==> config.mk <==
export PLATFORM = sky130hd
export DESIGN_NAME = tdm_mux_nx1
export DESIGN_NICKNAME = d
export VERILOG_FILES = /design/src/rtl/tdm_mux_nx1.sv
export SDC_FILE = /design/constraint.sdc
export NUM_CORES = 1
export LEC_CHECK = 0
export ABC_AREA = 1
export CAP_MARGIN = 10
export CORE_MARGIN = 4
export CORE_UTILIZATION = 46
export CTS_CLUSTER_SIZE = 40
export DETAILED_ROUTE_END_ITERATION = 8
export GPL_ROUTABILITY_DRIVEN = 0
export PLACE_DENSITY = 0.75
export RECOVER_POWER = 100
export SLEW_MARGIN = 30
export SYNTH_ARGS = -nofsm -noshare
export SYNTH_HDL_FRONTEND = slang
export SYNTH_SLANG_ARGS = --single-unit
==> constraint.sdc <==
create_clock -name clk -period 1.45 [get_ports clk]
set_input_delay 0.435 -clock clk [delete_from_list [all_inputs] [get_ports clk]]
set_output_delay 0.435 -clock clk [all_outputs]
set_load 0.01 [all_outputs]
==> src/rtl/tdm_mux_nx1.sv <==
// tdm_mux_nx1: serialises 2**n parallel lanes into one TDM stream, LSB lane first.
// Define TDM_MUX_PARITY_EN to append an even-parity slot to every frame.
module tdm_mux_nx1 #(
    parameter int n = 3
) (
    input  logic            clk,
    input  logic            rst,
    input  logic            en,
    input  logic            restart,
    input  logic [2**n-1:0] d,
    output logic            y,
    output logic [n-1:0]    s,
    output logic            valid,
    output logic            frame_start,
    output logic            par_slot
);
    localparam int lanes = 2**n;
`ifdef TDM_MUX_PARITY_EN
    localparam logic [n:0] last = (n+1)'(lanes);
`else
    localparam logic [n:0] last = (n+1)'(lanes - 1);
`endif
    logic [n:0]       cnt, k;
    logic [lanes-1:0] snap;
    logic [n-1:0]     lane;
    logic             par;
    // restart makes the current edge behave as slot 0
    assign k    = restart ? '0 : cnt;
    assign lane = k[n-1:0];
`ifdef TDM_MUX_PARITY_EN
    assign par  = k[n];
`else
    assign par  = 1'b0;
    assign par_slot = 1'b0;
`endif
    always_ff @(posedge clk) begin
        if (rst) begin
            y           <= 1'b0;
            s           <= '0;
            valid       <= 1'b0;
            frame_start <= 1'b0;
            cnt         <= '0;
            snap        <= '0;
`ifdef TDM_MUX_PARITY_EN
            par_slot    <= 1'b0;
`endif
        end else if (en) begin
            if (k == '0) snap <= d;
            y           <= (k == '0) ? d[0] : par ? ^snap : snap[lane];
            s           <= par ? '1 : lane;
            valid       <= 1'b1;
            frame_start <= (k == '0);
            cnt         <= (k == last) ? '0 : k + 1'b1;
`ifdef TDM_MUX_PARITY_EN
            par_slot    <= par;
`endif
        end else begin
            y           <= 1'b0;
            valid       <= 1'b0;
            frame_start <= 1'b0;
            if (restart) cnt <= '0;
`ifdef TDM_MUX_PARITY_EN
            par_slot    <= 1'b0;
`endif
        end
    end
endmodule

==> impl_metrics.env <==
export IMPL_clock_sinks=18
export IMPL_cp_end_kind="flip-flop"
export IMPL_clk_pin_slew_worst_paths_ns=0.10
export IMPL_synth_area_per_cell_um2=7.39
export IMPL_insertion_delay_ns=0.29
export IMPL_die_area_um2=2410
export IMPL_whs_ns=0.439
export IMPL_numCtsBuffers=3
export IMPL_r2r_start="cnt[0]$_SDFF_PP0_"
export IMPL_hold_violations=0
export IMPL_ys_ff_latch=18
export IMPL_grt_pass1_wl_um=2700
export IMPL_drive_gt1_share_pct=18.7
export IMPL_clock_skew_ns=0.0104
export IMPL_r2r_end="y$_SDFF_PP0_"
export IMPL_max_cap_viol_count=0
export IMPL_grt_max_degree=11
export IMPL_rrSetupSlack_ns=0.23
export IMPL_cts_htree_levels=1
export IMPL_criticalPathCategory="in -> reg"
export IMPL_pre_cts_slack_ns=-0.315
export IMPL_netlist_area_um2=776
export IMPL_yosysWarnings=0
export IMPL_arrival_ns=1.54
export IMPL_fillers=143
export IMPL_hold_path_class="in -> reg"
export IMPL_port_buffers=17
export IMPL_ff2ff_path_depth=9
export IMPL_status="completed"
export IMPL_fmax_ghz=0.741
export IMPL_synth_fp_nets=117
export IMPL_antenna_found_initial=0
export IMPL_drt_vias_per_instance=4.86
export IMPL_crit_path_start_kind="input port"
export IMPL_initial_core_util_pct=50.3
export IMPL_cts_tree="done"
export IMPL_cp_max_fo=9
export IMPL_io_pin_count=19
export IMPL_grt_overflow=0
export IMPL_power_density_nw_per_um2=922
export IMPL_vias=729
export IMPL_worstPathRequired_ns=1.64
export IMPL_cts_root_buf="clkbuf_4"
export IMPL_min_delay_start="restart"
export IMPL_grt_setup_unrepaired="false"
export IMPL_hpwlAfterDp_um=1250
export IMPL_synth_distinct_cells=17
export IMPL_post_route_period_util_pct=93.0
export IMPL_p_leak_uw=0.000549
export IMPL_first_iter_violations=14
export IMPL_place_inst=146
export IMPL_period_needed_ns=1.35
export IMPL_instances_no_fill=150
export IMPL_grt_usage_pct=14.0
export IMPL_num_nets_final=147
export IMPL_fin_tns_setup_ns=0
export IMPL_slew_violations=0
export IMPL_syn2layout_area_growth_pct=38.5
export IMPL_core_area_um2=1540
export IMPL_cts_hold_buf=0
export IMPL_hold_path_end="cnt[3]$_SDFF_PP0_"
export IMPL_worstHoldPathCells=2
export IMPL_die_x_um=49.1
export IMPL_wire_per_inst_um=10.6
export IMPL_setup_violations=0
export IMPL_drc=0
export IMPL_num_rows=14
export IMPL_finalWorstSetupSlack_ns=0.101
export IMPL_ant_nets=0
export IMPL_seq_area_frac_synth_pct=46.5
export IMPL_postLayoutCoreUtil_pct=69.7
export IMPL_grt_pass1_vias=636
export IMPL_clockBufferDepth=2
export IMPL_first_pass_iters=4
export IMPL_vdd_drop_max_mv=0.773
export IMPL_die_h_um=49.1
export IMPL_routed_wirelength_um=1590
export IMPL_netlist_instances=105
export IMPL_diodes=0
-- worst max path at each step --
stage | slack [ns] | startpoint | cells past startpoint | endpoint
6_report | 0.10 | en | 7 | snap[5]$_SDFFE_PP0P_
5_1_grt | 0.03 | en | 7 | snap[0]$_SDFFE_PP0P_
4_1_cts | 0.006 | restart | 8 | snap[6]$_SDFFE_PP0P_
3_5_place_dp | -0.32 | restart | 8 | snap[6]$_SDFFE_PP0P_
3_3_place_gp | -0.28 | restart | 8 | snap[6]$_SDFFE_PP0P_
2_1_floorplan | 0.33 | en | 7 | snap[0]$_SDFFE_PP0P_
-- worst max-delay path: stages --
cell and delay (ns):
dlygate4sd3_1 0.59, inv_1 0.16, nor2_4 0.06, nand2_2 0.09, clkinv_4 0.08, nand2_1 0.07
nand2_1 0.05
-- where the power goes --
part / internal [µW] / switching [µW] / total, µW
logic: 77.6 / 75.6 / 153
clock network: 153 / 147 / 300
registers: 522 / 15.9 / 538
total: 753 / 239 / 991
-- cell usage after synthesis --
| cell | instances | area, µm² |
|---|---|---|
| nand2_1 | 30 | 113 |
| nor2_4 | 2 | 22.5 |
| inv_2 | 1 | 3.75 |
| dfxtp_1 | 18 | 360 |
| a21oi_1 | 5 | 25.0 |
| o21a_1 | 1 | 7.51 |
| o21ai_0 | 6 | 30.0 |
| nand3_1 | 15 | 75.1 |
| inv_1 | 9 | 33.8 |
| buf_2 | 2 | 10.0 |
| nor3_1 | 1 | 5.00 |
| clkinv_4 | 1 | 8.76 |
| nand2_2 | 4 | 25.0 |
| nor2_1 | 6 | 22.5 |
| buf_4 | 1 | 7.51 |
| conb_1 | 1 | 3.75 |
| nand2_4 | 2 | 22.5 |
-- cells in the final DEF (no fill, tap or decap), drive strengths merged, types with 5 or more instances in the layout --
master and n:
clkdlybuf4s50 9, dlygate4sd2 6, dfxtp 18, nand3 15, a21oi 5, inv 10
nor2 8, nand2 36, buf 10, clkbuf 5, o21ai 6
-- cell families after synthesis --
kind of cell | synth area share [%]
AOI/OAI and AO/OA | 8.06
buffers and inverters | 8.23
DFF | 46.5
other | 0.483
and+or+nand+nor | 36.8
-- final cells by class --
type	instances	area, µm²	share of cell area (%)
timing repair buffer	28	260	24.2
sequential	18	360	33.5
inverter	11	46.3	4.31
tap	16	20.0	1.86
multi-input combinational	73	352	32.7
clock buffer	4	36.3	3.38
-- what timing repair did --
item                       in CTS  in global routing
buffers inserted                0                  0
setup endpoints to repair       6                  9
gates resized for setup         6                  1
cloned                          0                  0
-- state kept, by name, indices dropped and copies added (netlist names) --
signal / flops
cnt: 4
snap: 8
valid: 1
y: 1
s: 3
frame_start: 1
-- metrics by stage --
| stage | area [µm²] | total power, µW |
|---|---|---|
| CTS | 1070 | 1010 |
| detailed placement | 1040 | 710 |
| finish | 1070 | 991 |
| global placement | 1040 | 707 |
| floorplan | 776 | 627 |
| global route | 1070 | 1050 |
-- per-layer routing --
metal | wire [µm] | track usage [%] | part of all wire [%] | up-vias
met4 | 8 | 4.48 | 0.50 | 0
met3 | 110 | 4.89 | 6.9 | 2
met2 | 737 | 20.8 | 46 | 23
met1 | 732 | 18.8 | 46 | 315
met5 | 0 | 0 | 0 | -
li1 | - | - | - | 389
No activity file was read; power rests on OpenSTA's default activity.
